===== src/rtl/seg_scan_ctrl_pkg.sv =====
// Shared constants for the four-digit seven-segment scan controller:
// digit count, blank pattern and the active-low hex-to-segment table.
package seg_scan_ctrl_pkg;

    localparam int NUM_DIGITS = 4;

    localparam logic [6:0] SEG_BLANK = 7'b1111111;

    // Entry i is the active-low a..g pattern for hex digit i (listed F down to 0).
    localparam logic [15:0][6:0] SEG_TABLE = {
        7'b0111000,
        7'b0110000,
        7'b1000010,
        7'b0110001,
        7'b1100000,
        7'b0001000,
        7'b0000100,
        7'b0000000,
        7'b0001111,
        7'b0100000,
        7'b0100100,
        7'b1001100,
        7'b0000110,
        7'b0010010,
        7'b1001111,
        7'b0000001
    };

endpackage


===== src/rtl/seg_scan_ctrl_decode.sv =====
// Combinational hex digit to active-low seven-segment pattern (a = bit 6).
module seg7_decode
    import seg_scan_ctrl_pkg::*;
(
    input  logic [3:0] hex,
    output logic [6:0] seg
);

    assign seg = SEG_TABLE[hex];

endmodule


===== src/rtl/seg_scan_ctrl.sv =====
// Multiplexed four-digit seven-segment driver with frame-synchronous,
// tear-free updates of the displayed value.
module seg_scan_ctrl
    import seg_scan_ctrl_pkg::*;
#(
    parameter int REFRESH_DIV = 100000
) (
    input  logic        clk,
    input  logic        rst,
    input  logic [15:0] data_in,
    input  logic [3:0]  dp_in,
    input  logic [3:0]  blank_in,
    input  logic        lzb,
    input  logic        load,
    output logic        pending,
    output logic        frame_done,
    output logic [6:0]  a_to_g,
    output logic        dp,
    output logic [3:0]  an
);

    localparam int CW = (REFRESH_DIV > 1) ? $clog2(REFRESH_DIV) : 1;
    localparam logic [CW-1:0] CNT_MAX = CW'(REFRESH_DIV - 1);

    logic [CW-1:0] cnt;
    logic [1:0]    idx;
    logic          tick;
    logic          wrap;

    logic [15:0]   act_data;
    logic [3:0]    act_dp;
    logic [3:0]    act_blank;
    logic [15:0]   pend_data;
    logic [3:0]    pend_dp;
    logic [3:0]    pend_blank;

    logic [3:0]    lz_blank;
    logic [3:0]    digit_blank;
    logic [3:0]    cur_hex;
    logic [6:0]    cur_seg;

    assign tick = (cnt == CNT_MAX);
    assign wrap = tick && (idx == 2'(NUM_DIGITS - 1));

    always_ff @(posedge clk or posedge rst) begin
        if (rst) begin
            cnt <= '0;
            idx <= '0;
        end else if (tick) begin
            cnt <= '0;
            idx <= idx + 2'd1;
        end else begin
            cnt <= cnt + CW'(1);
        end
    end

    // load is a one-cycle strobe with no ready: it is always accepted. Outside a
    // wrap it parks in the pending registers (last one wins) and pending stays high
    // until the next wrap moves it to the active set; a load on the wrap goes
    // straight to the active set.
    always_ff @(posedge clk or posedge rst) begin
        if (rst) begin
            act_data   <= '0;
            act_dp     <= '0;
            act_blank  <= '0;
            pend_data  <= '0;
            pend_dp    <= '0;
            pend_blank <= '0;
            pending    <= 1'b0;
            frame_done <= 1'b0;
        end else begin
            frame_done <= wrap;
            if (wrap) begin
                pending <= 1'b0;
                if (load) begin
                    act_data  <= data_in;
                    act_dp    <= dp_in;
                    act_blank <= blank_in;
                end else if (pending) begin
                    act_data  <= pend_data;
                    act_dp    <= pend_dp;
                    act_blank <= pend_blank;
                end
            end else if (load) begin
                pend_data  <= data_in;
                pend_dp    <= dp_in;
                pend_blank <= blank_in;
                pending    <= 1'b1;
            end
        end
    end

    // Digit i (i >= 1) is a leading zero when it and every digit above it are zero.
    assign lz_blank = lzb ? {act_data[15:12] == 4'h0, act_data[15:8] == 8'h0,
                             act_data[15:4] == 12'h0, 1'b0} : 4'h0;
    assign digit_blank = act_blank | lz_blank;
    assign cur_hex = act_data[{idx, 2'b00} +: 4];

    seg7_decode u_decode (
        .hex (cur_hex),
        .seg (cur_seg)
    );

    always_ff @(posedge clk or posedge rst) begin
        if (rst) begin
            an     <= 4'b1111;
            a_to_g <= SEG_BLANK;
            dp     <= 1'b1;
        end else if (digit_blank[idx]) begin
            an     <= 4'b1111;
            a_to_g <= SEG_BLANK;
            dp     <= 1'b1;
        end else begin
            an     <= ~(4'b0001 << idx);
            a_to_g <= cur_seg;
            dp     <= ~act_dp[idx];
        end
    end

endmodule


===== config.mk =====
export PLATFORM = sky130hd
export DESIGN_NAME = seg_scan_ctrl
export DESIGN_NICKNAME = d
export VERILOG_FILES = /design/src/rtl/seg_scan_ctrl_pkg.sv /design/src/rtl/seg_scan_ctrl_decode.sv /design/src/rtl/seg_scan_ctrl.sv
export SDC_FILE = /design/constraint.sdc
export NUM_CORES = 1
export LEC_CHECK = 0
export ABC_AREA = 1
export BUFFER_PORTS_ARGS = -buffer_cell sky130_fd_sc_hd__buf_2
export CAP_MARGIN = 20
export CORE_ASPECT_RATIO = 1.25
export CORE_MARGIN = 3
export CORE_UTILIZATION = 36
export CTS_BUF_LIST = sky130_fd_sc_hd__clkbuf_8
export DETAILED_ROUTE_END_ITERATION = 8
export PLACE_DENSITY = 0.51
export SLEW_MARGIN = 20
export SYNTH_ARGS = -nofsm -noshare
export SYNTH_HDL_FRONTEND = slang
export SYNTH_HIERARCHICAL = 1
export SYNTH_SLANG_ARGS = --single-unit

===== constraint.sdc =====
create_clock -name clk -period 3.2 [get_ports clk]
set_clock_uncertainty 0.15 [all_clocks]
set_input_delay 0.16 -clock clk [delete_from_list [all_inputs] [get_ports clk]]
set_output_delay 0.16 -clock clk [all_outputs]
set_load 0.05 [all_outputs]

# After elaboration in Yosys (flattened, before gate mapping)
# Memory sizes are Yosys's and may differ from the RTL's.
# Cells that the tools add are included.
dict set report classes {
  add_sub_neg 2
  multipliers 0
  div 0
  n_lt_le_gt_ge 2
  eq_ne 2
  shift 2
  n_mux 18
  bitwise 4
  reduce_logical 8
}
# op n
set op_table {}
lappend op_table {{$mux 16} 2}
lappend op_table {{$mux 4} 6}
lappend op_table {{$add 17x1->17 const B} 1}
lappend op_table {{$eq 17x17->1 const B} 1}
lappend op_table {{$mux 17} 1}
lappend op_table {{$shiftx 16x5->4} 1}
lappend op_table {{$mux 7} 2}
lappend op_table {{$logic_not 12->1} 1}
lappend op_table {{$logic_not 8->1} 1}
lappend op_table {{$lt 4x5->1 const B} 1}
lappend op_table {{$mux 1} 5}
lappend op_table {{$bmux 1 s2} 2}
lappend op_table {{$logic_not 4->1} 1}
lappend op_table {{$not 4->4} 1}
lappend op_table {{$or 4x4->4} 1}
lappend op_table {{$reduce_and 2->1} 2}
lappend op_table {{$reduce_bool 2->1} 2}
lappend op_table {{$shl 1x2->4 const A} 1}
lappend op_table {{$lt 2x3->1 const B} 1}
lappend op_table {{$add 2x1->2 const B} 1}
lappend op_table {{$eq 2x2->1 const B} 1}
lappend op_table {{$not 1->1} 2}
lappend op_table {{$logic_and 1x1->1} 1}
dict set report totals {
  ff_bits 81
  latch_bits 0
  ramBits 0
  mem_bits_ro 112
  inputBits 28
  out_inout_bits 14
  wordCells 52
  memories 1
}
# memory words width rd rd_ports_with_merged_regs wr line
set mem_list {}
lappend mem_list {{(name not given)} 16 7 1 0 0 seg_scan_ctrl_decode.sv:9} ;# assign seg = SEG_TABLE[hex];

# Depth between registers and ports, before layout
# Gate-level depths: netlist of run 1.
dict set report logic_depth {
  word_depth 6
  mapped_depth 12
  depth_no_buf 11
}

# Modules after synthesis
# The synthesis of run 1 kept the hierarchy.
# module n_inst cells_each area_per_inst_um2 seq_area_each_um2
set by_module_without_submodules {}
lappend by_module_without_submodules {seg_scan_ctrl 1 533 4135.2 2042.0}
lappend by_module_without_submodules {seg7_decode 1 49 274.0 0.0}

# Worst setup path after synthesis of run 1
# No wires, ideal clock.
dict set report synth_timing {
  path_type {reg-to-reg}
  startpoint {register idx[0]}
  endpoint {register a_to_g[3]}
  setup_time_ns 0.097
  t_arrival_ns 1.960
  required_ns 2.953
  setup_slack_ns 0.994
  path_stages_with_launch 12
  path_buffers 1
  period_less_slack_ns 2.206
  cell_sequence {dfrtp_1 -> inv_1 -> clkbuf_1 -> o21ai_0 -> o22ai_1 -> inv_1 -> ha_1 -> nand2_1 -> nand3_1 -> nand2_1 -> inv_1 -> nand3_1}
}
dict set report synth_between {
  elab_chain_len 4
  word_cells_on_any_way 6
  classes_between {shift (1); mux (4); memory (1)}
}
# element line
set synth_rtl {}
lappend synth_rtl {{start: declaration} seg_scan_ctrl.sv:26} ;# logic [1:0] idx;
lappend synth_rtl {{start signal: assignment} seg_scan_ctrl.sv:51} ;# idx <= idx + 2'd1;
lappend synth_rtl {{$shiftx 16x5->4} seg_scan_ctrl.sv:97} ;# assign cur_hex = act_data[{idx, 2'b00} +: 4];
lappend synth_rtl {{net cur_hex[1]} seg_scan_ctrl.sv:39} ;# logic [3:0] cur_hex;
lappend synth_rtl {{$mem_v2 16x7} -}
lappend synth_rtl {{$mux 7 (implied by the code)} seg_scan_ctrl_decode.sv:9}
lappend synth_rtl {{net cur_seg[3]} seg_scan_ctrl.sv:40} ;# logic [6:0] cur_seg;
lappend synth_rtl {{$mux 7} seg_scan_ctrl.sv:109} ;# end else if (digit_blank[idx]) begin
lappend synth_rtl {{end signal: assignment} seg_scan_ctrl.sv:115} ;# a_to_g <= cur_seg;
lappend synth_rtl {{end: declaration} seg_scan_ctrl.sv:17} ;# output logic [6:0] a_to_g,
# The timed path passes the listed nets, and every way through them passes these cells. The select of a mux whose other input is x is not followed.
# A chain may end at the register's enable or synchronous reset.

# Final worst setup path of run 1
# Ends and elaborated chain as after synthesis.

==> results of run 1 <==
## where the power goes
group          internal, mW  switching [mW]  total [mW]
clock network         0.298           0.376       0.674
registers              1.05          0.0133        1.06
logic                0.0612          0.0808       0.142
total                  1.41           0.470        1.88
## placed cells by master (no fill, tap or decap), types with 2 or more instances in the layout
cell type / netlist / layout
nand2_1: 183 / 183
dfrtp_1: 69 / 69
inv_1: 64 / 65
nor2_1: 54 / 54
nand3_1: 54 / 54
o21ai_0: 41 / 41
buf_2: 7 / 41
nand4_1: 29 / 29
dlygate4sd3_1: 0 / 25
ha_1: 12 / 12
dfstp_2: 12 / 12
clkbuf_8: 0 / 10
buf_4: 3 / 7
o22ai_1: 5 / 5
xor2_1: 5 / 5
a21oi_1: 4 / 4
inv_2: 3 / 3
nor2_4: 3 / 3
nand2_2: 2 / 2
nand3_2: 2 / 2
and2_1: 2 / 2
xnor2_1: 2 / 2
clkinv_2: 0 / 2
clkinvlp_4: 0 / 2
## layout make-up
class / count / area share, %
Sequential cell: 81 / 39.8
Clock inverter: 6 / 0.708
Multi-Input combinational cell: 405 / 38.0
Timing Repair Buffer: 73 / 9.91
Clock buffer: 10 / 2.68
Inverter: 67 / 4.93
Tap cell: 161 / 3.93
## flip-flops by register name (all words and copies together), names as in the netlist, 2 cells and up
name / count
cnt: 17
act_data: 16
pend_data: 16
a_to_g: 7
act_blank: 4
act_dp: 4
an: 4
pend_blank: 4
pend_dp: 4
idx: 2
## per-layer routing
metal	part of all wire, %	vias up	global-route usage, %
met5	0	-	0
met3	2.6	13	2.18
met4	1.9	0	6.41
li1	-	1955	-
met1	47	1717	20.6
met2	49	57	27.9
## per-stage QoR
stage	instance area [um2]	hold slack, ns	std cells	worst slack (ns)
CTS	5130	0.282	803	0.694
detailed placement	4700	0.165	762	0.706
finish	5130	0.304	803	0.711
global placement	4700	0.163	762	0.795
floorplan	4410	0.155	582	0.830
global route	5130	0.348	803	0.347
## worst paths after layout
check	slack (ns)	endpoint	start	depth (start not counted)
hold reg to reg	0.32	cnt[0]	cnt[0]	1
max in group asynchronous	1.83	act_data[5]	rst	4
setup reg to reg	0.71	a_to_g[3]	idx[0]	10
setup / recovery	0.71	a_to_g[3]	idx[0]	10
hold / removal	0.30	frame_done	rst	3
min in group clk	0.30	pending	load	5
## cells by family (layout without fill, tap and decap cells)
kind of cell	Yosys count	count (layout)	synth area share, %
and+or+nand+nor	334	334	33.3
buffers and inverters	96	156	9.48
xor gates and xnor gates	7	7	1.39
adders and majority gates	12	12	3.41
DFF	81	81	46.3
AOI/OAI and AO/OA	52	52	6.13
## critical path: cells and delay by family, from the launching register on
kind            cells  cell delay [ns]
buf+inv             3             0.62
simple gates        4             0.25
compound gates      2             0.49
flops               1             0.53
fa+ha+maj           1             0.34
==> flow_metrics.env, run 1 <==
export IMPL_cts_tree="built"
export IMPL_syn_nets=622
export IMPL_port_buffers=41
export IMPL_worstMarginPinSlew_ns=0.759
export IMPL_cts_sinks=81
export IMPL_coreArea_um2=11800
export IMPL_cap_viol_max_count=0
export IMPL_ant_nets=0
export IMPL_ff_latch_area_um2=2040
export IMPL_min_delay_path_class="primary input to async pin"
export IMPL_synth_top_area_share_pct=39.2
export IMPL_cpPeakStageDelay_ns=0.53
export IMPL_postCtsSetupBuffers=0
export IMPL_fmax_mhz=402
export IMPL_holdBufCountCts=25
export IMPL_cts_inserted_buffers=9
export IMPL_synthFlopType="dfrtp_1"
export IMPL_clk_pin_slew_ns=0.09
export IMPL_syn_inst=582
export IMPL_synth_edf_count=0
export IMPL_synth_area_top_cells="dfrtp_1, nand2_1, dfstp_2"
export IMPL_drc=0
export IMPL_crit_chain="inv_1 > o21ai_0 > o22ai_1 > inv_1 > ha_1 > nand2_1 > nand3_1 > nand2_1 > inv_1 > nand3_1"
export IMPL_critical_path_endpoint_type="flip-flop"
export IMPL_postSynth_asyncResetShare_pct=100
export IMPL_initial_core_util_pct=37.4
export IMPL_worstPathArrival_ns=2.60
export IMPL_nFillCells=1249
export IMPL_peakVddDrop_mv=0.209
export IMPL_wl_per_cell_um=12.6
export IMPL_grtUsageTotal_pct=16.1
export IMPL_drive_above_1_share_pct=13.9
export IMPL_syn_cell_area_um2=4410
export IMPL_rsz0062_at_grt="no"
export IMPL_rows=44
export IMPL_ys_ff_latch=81
export IMPL_grt_pass1_vias=3733
export IMPL_area_growth_pct=16.3
export IMPL_design_die_area_um2=13600
export IMPL_synth_seq_area_share_pct=46.3
export IMPL_max_slew_margin_pct=49.3
export IMPL_hpwlAfterDp_mm=7.14
export IMPL_p_leak_nw=2.67
export IMPL_fin_tns_setup_ns=0
export IMPL_dr_pass1_iters=4
export IMPL_insertedDiodeCount=0
export IMPL_period_minus_slack_ns=2.49
export IMPL_initialDrtViolationCount=213
export IMPL_cts_root_buf="clkbuf_8"
export IMPL_gr_total_overflow=0
export IMPL_totalWireLength_mm=10.1
export IMPL_setup_viol=0
export IMPL_path_class="flip-flop to flip-flop"
export IMPL_grt_max_degree=74
export IMPL_antenna_found_initial=0
export IMPL_yosysMostFrequentCell="nand2_1"
export IMPL_worstPathMaxFanout=15
export IMPL_worstSkewPairLatency_ns=0.35
export IMPL_yosysWarnings=6
export IMPL_crit_top_cell="inv_1"
export IMPL_io_pins=42
export IMPL_cp_required_ns=3.31
export IMPL_multi_input_area_um2=1950
export IMPL_slew_viol_final=0
export IMPL_power_density_nw_per_um2=366
export IMPL_nNetsFinal=677
export IMPL_status="completed"
export IMPL_detail_route_vias_per_cell=4.66
export IMPL_slowest_stage="dfrtp_1"
export IMPL_syn_area_per_cell_um2=7.58
export IMPL_num_vias=3742
export IMPL_hold_viol_final=0
export IMPL_grt_pass1_wl_mm=17.9
export IMPL_yosysTopAreaCell="dfrtp_1"
export IMPL_fin_crit_sh_pct=77.8
export IMPL_htree_num_levels=3
export IMPL_routabilityCongestion=0.889
export IMPL_crit_path_start_kind="flip-flop"
export IMPL_clockBufferDepth=2
export IMPL_post_cts_resized=0
export IMPL_finalCoreUtilization_pct=43.5
export IMPL_die_w_um=105
export IMPL_yosys_top_cells_count="nand2_1, dfrtp_1, inv_1"
export IMPL_die_h_um=130
export IMPL_p_total_mw=1.88
export IMPL_synth_cell_types=30
Note: power is estimated with default switching activity, not from simulation.
==> run 2, diff against run 1 <==
Clock period 3.2 ns to 2.3 ns, I/O delays scaled along.
==> flow_metrics.env, run 2 (synthesis gave the netlist of run 1 again) <==
export IMPL_critical_path_endpoint_type="flip-flop"
export IMPL_ff_latch_area_um2=2040
export IMPL_p_comb_share_pct=7.8
export IMPL_worstPathArrival_ns=2.16
export IMPL_power_density_nw_per_um2=503
export IMPL_totalWireLength_mm=9.70
export IMPL_rr_worst_depth=10
export IMPL_slowest_stage="dfrtp_1"
export IMPL_cts_root_buf="clkbuf_8"
export IMPL_clockBufferDepth=2
export IMPL_cp_required_ns=2.44
export IMPL_cap_viol_max_count=0
export IMPL_min_delay_path_class="primary input to flip-flop"
export IMPL_io_pins=42
export IMPL_dr_pass1_iters=5
export IMPL_largest_reg_flops=17
export IMPL_crit_path_start_kind="flip-flop"
export IMPL_path_class="flip-flop to flip-flop"
export IMPL_clk_pin_slew_ns=0.08
export IMPL_fin_crit_sh_pct=87.8
export IMPL_rsz0062_at_grt="no"
export IMPL_ant_nets=0
export IMPL_initialDrtViolationCount=156
export IMPL_cts_sinks=81
export IMPL_swShare_pct=24.1
export IMPL_insertedDiodeCount=0
export IMPL_rrSetupSlack_ns=0.28
export IMPL_cp_top_family="flip-flops"
export IMPL_crit_chain="inv_2 > o21ai_0 > o22ai_1 > inv_1 > ha_1 > nand2_1 > nand3_1 > nand2_1 > inv_1 > nand3_1"
export IMPL_slew_viol_final=0
export IMPL_mostFrequentLayoutCell="nand2_1"
export IMPL_worstPathMaxFanout=9
export IMPL_seqPwrFrac_pct=56.4
export IMPL_fin_tns_setup_ns=0
export IMPL_path_buf_inv=3
export IMPL_hold_viol_final=0
export IMPL_power_frac_clock_pct=35.7
export IMPL_multi_input_area_um2=1950
export IMPL_cts_tree="built"
export IMPL_cpPeakStageDelay_ns=0.50
export IMPL_top_register="cnt"
export IMPL_nNetsFinal=685
export IMPL_coreArea_um2=11800
export IMPL_cts_inserted_buffers=9
export IMPL_wl_per_cell_um=12.0
export IMPL_worstMarginPinSlew_ns=0.672
export IMPL_cp_endpoint="a_to_g[3]"
export IMPL_reg_top3="cnt (17), act_data (16), pend_data (16)"
export IMPL_fmax_mhz=495
export IMPL_routabilityCongestion=0.882
export IMPL_grtUsageTotal_pct=15.5
export IMPL_die_h_um=130
export IMPL_startpoint="idx[1]"
export IMPL_initial_core_util_pct=37.4
export IMPL_peakVddDrop_mv=0.270
export IMPL_grt_pass1_wl_mm=17.1
export IMPL_status="completed"
export IMPL_htree_num_levels=3
export IMPL_postCtsSetupBuffers=0
export IMPL_hpwlAfterDp_mm=7.10
export IMPL_drc=0
export IMPL_hp_start="load"
export IMPL_num_vias=3765
export IMPL_cp_depth=10
export IMPL_area_growth_pct=18.2
export IMPL_die_w_um=105
export IMPL_final_cell_mix="nand2_1, dfrtp_1, inv_1"
export IMPL_worstSkewPairLatency_ns=0.36
export IMPL_whs_ns=0.110
export IMPL_grt_pass1_vias=3600
export IMPL_p_leak_nw=2.71
export IMPL_detail_route_vias_per_cell=4.65
export IMPL_p_total_mw=2.62
export IMPL_setup_viol=0
export IMPL_port_buffers=41
export IMPL_internal_power_mw=1.99
export IMPL_max_slew_margin_pct=55.1
export IMPL_antenna_found_initial=0
export IMPL_switchingPower_uw=633
export IMPL_r2r_start="idx[1]"
export IMPL_grt_max_degree=49
export IMPL_gr_total_overflow=0
export IMPL_rows=44
export IMPL_drive_above_1_share_pct=15.1
export IMPL_design_die_area_um2=13600
export IMPL_period_minus_slack_ns=2.02
export IMPL_r2r_end="a_to_g[3]"
export IMPL_nFillCells=1280
## run 2: power by group through the flow
stage	clock (mW)	combinational (mW)	sequential [mW]
global route	1.04	0.240	1.48
CTS	0.987	0.211	1.48
floorplan	0	0.116	1.50
finish	0.937	0.206	1.48
detailed placement	0	0.180	1.51
global placement	0	0.175	1.51
## run 2: routing by layer
layer	vias to the layer above	GRT usage [%]	wire length (um)
li1	1967	-	-
met1	1710	19.9	4570
met2	72	25.7	4600
met3	16	2.38	279
met4	0	7.64	252
met5	-	0	0
## run 2: how the worst min path moves through the flow
stage          cells after the start  slack, ns       endpoint
6_report                           4       0.11     pend_dp[3]
3_3_place_gp                       2       0.11         cnt[3]
5_1_grt                            4       0.11     pend_dp[3]
2_1_floorplan                      2       0.11  pend_blank[0]
4_1_cts                            4       0.09  pend_blank[1]
3_5_place_dp                       2       0.11         cnt[3]
## run 2: worst min-delay path, stage by stage
cell and delay, ns:
buf_2 0.11, buf_4 0.20, nand3_1 0.10, nand2_1 0.05
## run 2: what timing repair did
item | 4_1_cts | 5_1_grt
endpoints found under the hold margin | 57 | 0
resized for setup | 0 | 1
endpoints found under the setup margin | 0 | 1
hold buffers | 25 | 0
## run 2: through the flow
stage / instances / util (%) / area, um2 / setup slack (ns)
after global placement: 770 / 40.7 / 4790 / 0.204
after detailed placement: 770 / 40.7 / 4790 / 0.222
after CTS: 809 / 44.2 / 5210 / 0.189
after floorplan: 582 / - / 4410 / 0.0936
after global routing: 809 / 44.2 / 5210 / 0.0706
final: 809 / 44.2 / 5210 / 0.281
## run 2: layout make-up
cell class / instances / area share (%)
Clock buffer: 11 / 2.91
Clock inverter: 3 / 0.336
Inverter: 67 / 4.90
Multi-Input combinational cell: 405 / 37.4
Sequential cell: 81 / 39.2
Tap cell: 161 / 3.87
Timing Repair Buffer: 81 / 11.4
==> run 3, diff against run 2 <==
Settings changed: ABC_AREA 1 to unset.
==> flow_metrics.env, run 3 <==
export IMPL_worstSkewPairLatency_ns=0.36
export IMPL_coreArea_um2=10900
export IMPL_p_leak_nw=2.25
export IMPL_hpwlAfterDp_mm=6.74
export IMPL_yosysMostFrequentCell="dfrtp_1"
export IMPL_drc=0
export IMPL_die_w_um=101
export IMPL_cpPeakStageDelay_ns=0.57
export IMPL_fin_crit_sh_pct=99.0
export IMPL_ys_ff_latch=81
export IMPL_grtUsageTotal_pct=16.5
export IMPL_fin_cells=579
export IMPL_worstPathMaxFanout=11
export IMPL_p_total_mw=2.98
export IMPL_grt_pass1_vias=3148
export IMPL_detail_route_vias_per_cell=5.32
export IMPL_reg_top3="cnt (17), act_data (16), pend_data (16)"
export IMPL_slowest_stage="or4b_4"
export IMPL_top_register="cnt"
export IMPL_cts_root_buf="clkbuf_8"
export IMPL_hold_viol_final=0
export IMPL_max_slew_margin_pct=69.5
export IMPL_worstMarginPinSlew_ns=0.457
export IMPL_cts_sinks=81
export IMPL_io_pins=42
export IMPL_final_cell_mix="dfrtp_1, buf_2, buf_4"
export IMPL_postSynth_asyncResetShare_pct=100
export IMPL_finalCoreUtilization_pct=48.6
export IMPL_synth_edf_count=0
export IMPL_grt_pass1_wl_mm=16.4
export IMPL_largest_reg_flops=17
export IMPL_yosysTopAreaCell="dfrtp_1"
export IMPL_syn_nets=389
export IMPL_syn_area_per_cell_um2=11.8
export IMPL_antenna_found_initial=0
export IMPL_path_buf_inv=1
export IMPL_wl_per_cell_um=16.7
export IMPL_crit_chain="or4b_4 > or4_4 > nor3b_4 > buf_12 > a2bb2oi_2"
export IMPL_htree_num_levels=3
export IMPL_fin_tns_setup_ns=0
export IMPL_power_density_nw_per_um2=563
export IMPL_clockBufferDepth=2
export IMPL_period_minus_slack_ns=2.28
export IMPL_nNetsFinal=482
export IMPL_clk_pin_slew_ns=0.08
export IMPL_synthFlopType="dfrtp_1"
export IMPL_grt_max_degree=82
export IMPL_insertedDiodeCount=0
export IMPL_syn_inst=349
export IMPL_cp_top_family="simple AND/OR/NAND/NOR gates"
export IMPL_port_buffers=41
export IMPL_gr_total_overflow=0
export IMPL_dp_cells=536
export IMPL_area_growth_pct=28.9
export IMPL_design_die_area_um2=12700
export IMPL_drive_above_1_share_pct=36.9
export IMPL_setup_viol=0
export IMPL_num_vias=3082
export IMPL_synth_top_area_share_pct=42.1
export IMPL_fmax_mhz=439
export IMPL_cp_required_ns=2.44
export IMPL_critical_path_endpoint_type="flip-flop"
export IMPL_slew_viol_final=0
export IMPL_initialDrtViolationCount=101
export IMPL_hp_start="load"
export IMPL_syn_cell_area_um2=4100
export IMPL_cap_viol_max_count=0
export IMPL_path_class="flip-flop to flip-flop"
export IMPL_nFillCells=985
export IMPL_ant_nets=0
export IMPL_die_h_um=125
export IMPL_initial_core_util_pct=37.7
export IMPL_worstPathArrival_ns=2.42
export IMPL_crit_path_start_kind="flip-flop"
export IMPL_dr_pass1_iters=4
export IMPL_peakVddDrop_mv=0.292
export IMPL_dpl_cell_area_um2=4700
export IMPL_rsz0062_at_grt="yes"
export IMPL_synth_cell_types=51
export IMPL_fin_area_um2=5290
export IMPL_min_delay_path_class="primary input to flip-flop"
export IMPL_synth_area_top_cells="dfrtp_1, dfstp_2, mux2_2"
export IMPL_r2r_start="cnt[12]"
export IMPL_cts_tree="built"
export IMPL_startpoint="cnt[12]"
export IMPL_routabilityCongestion=0.766
export IMPL_yosysWarnings=6
export IMPL_totalWireLength_mm=9.70
export IMPL_rows=42
export IMPL_yosys_top_cells_count="dfrtp_1, nor2_1, mux2_2"
export IMPL_mostFrequentLayoutCell="dfrtp_1"
export IMPL_cts_inserted_buffers=9
export IMPL_status="completed"
export IMPL_synth_seq_area_share_pct=49.8
==> run 3: cell types whose count changed in the layout (fill, tap and decap cells not counted), moves of 18 or more <==
cell / change
nor2_1: -25
o21ai_0: -37
mux2_2: +18
nand3_1: -42
buf_4: +19
nand2_1: -173
inv_1: -56
nand4_1: -23
==> run 3: kinds of logic (layout without fill, tap and decap cells) <==
group | after synthesis | in the layout | synth area share (%)
muxes | 35 | 35 | 11.1
xor gates and xnor gates | 14 | 14 | 2.99
DFF | 81 | 81 | 49.8
adders and majority gates | 12 | 12 | 3.66
buffers and inverters | 31 | 129 | 3.57
and+or+nand+nor | 103 | 103 | 14.5
AOI/OAI and AO/OA | 73 | 73 | 14.4
==> run 3: worst min-delay path, cell delays in order <==
cell    delay, ns
buf_2        0.16
nor2_1       0.11
nor2_1       0.10
==> run 3: power by group <==
| group | switching [mW] | internal [mW] | leakage (nW) |
|---|---|---|---|
| Sequential | 0.0209 | 1.47 | 0.952 |
| Combinational | 0.0904 | 0.0973 | 1.17 |
| Clock | 0.523 | 0.779 | 0.131 |
==> run 3: final timing paths <==
kind,to,slack (ns),cells past startpoint
worst min-delay path,pending,0.02,3
worst min register to register,pend_data[13],0.34,1
worst max register to register,act_dp[0],0.02,5
max in group asynchronous,a_to_g[2],1.33,4
min in group asynchronous,pend_data[13],0.26,4
worst max-delay path,act_dp[0],0.02,5
==> run 3: metrics by stage <==
step / hold WS, ns / setup slack (ns)
after floorplan: 0.0997 / -0.0200
after global placement: 0.124 / 0.0329
after detailed placement: 0.135 / -0.00952
after CTS: 0.00806 / -0.00547
after global routing: 0.0282 / -0.0367
final: 0.0178 / 0.0232
==> run 3: final cells by class <==
type / count / area, um2 / share of cell area (%)
timing repair buffer: 105 / 818 / 15.5
inverter: 8 / 33.8 / 0.639
multi-input combinational: 237 / 1980 / 37.4
clock inverter: 5 / 103 / 1.94
sequential: 81 / 2040 / 38.6
tap: 132 / 165 / 3.12
clock buffer: 11 / 151 / 2.86
==> run 3: per-layer routing <==
layer / vias up / GRT usage [%] / wire, um / part of all wire [%]
met1: 1533 / 22.0 / 4430 / 46
met5: - / 0 / 0 / 0
met3: 16 / 3.29 / 249 / 2.6
li1: 1485 / - / - / -
met4: 0 / 6.18 / 167 / 1.7
met2: 48 / 26.2 / 4850 / 50
==> run 3: repair_timing <==
item / 4_1_cts / 5_1_grt
setup endpoints to repair: 1 / 27
buffers inserted: 0 / 2
gates resized for setup: 0 / 17
pin swaps: 0 / 3
hold buffers: 25 / 0
hold endpoints to repair: 117 / 0
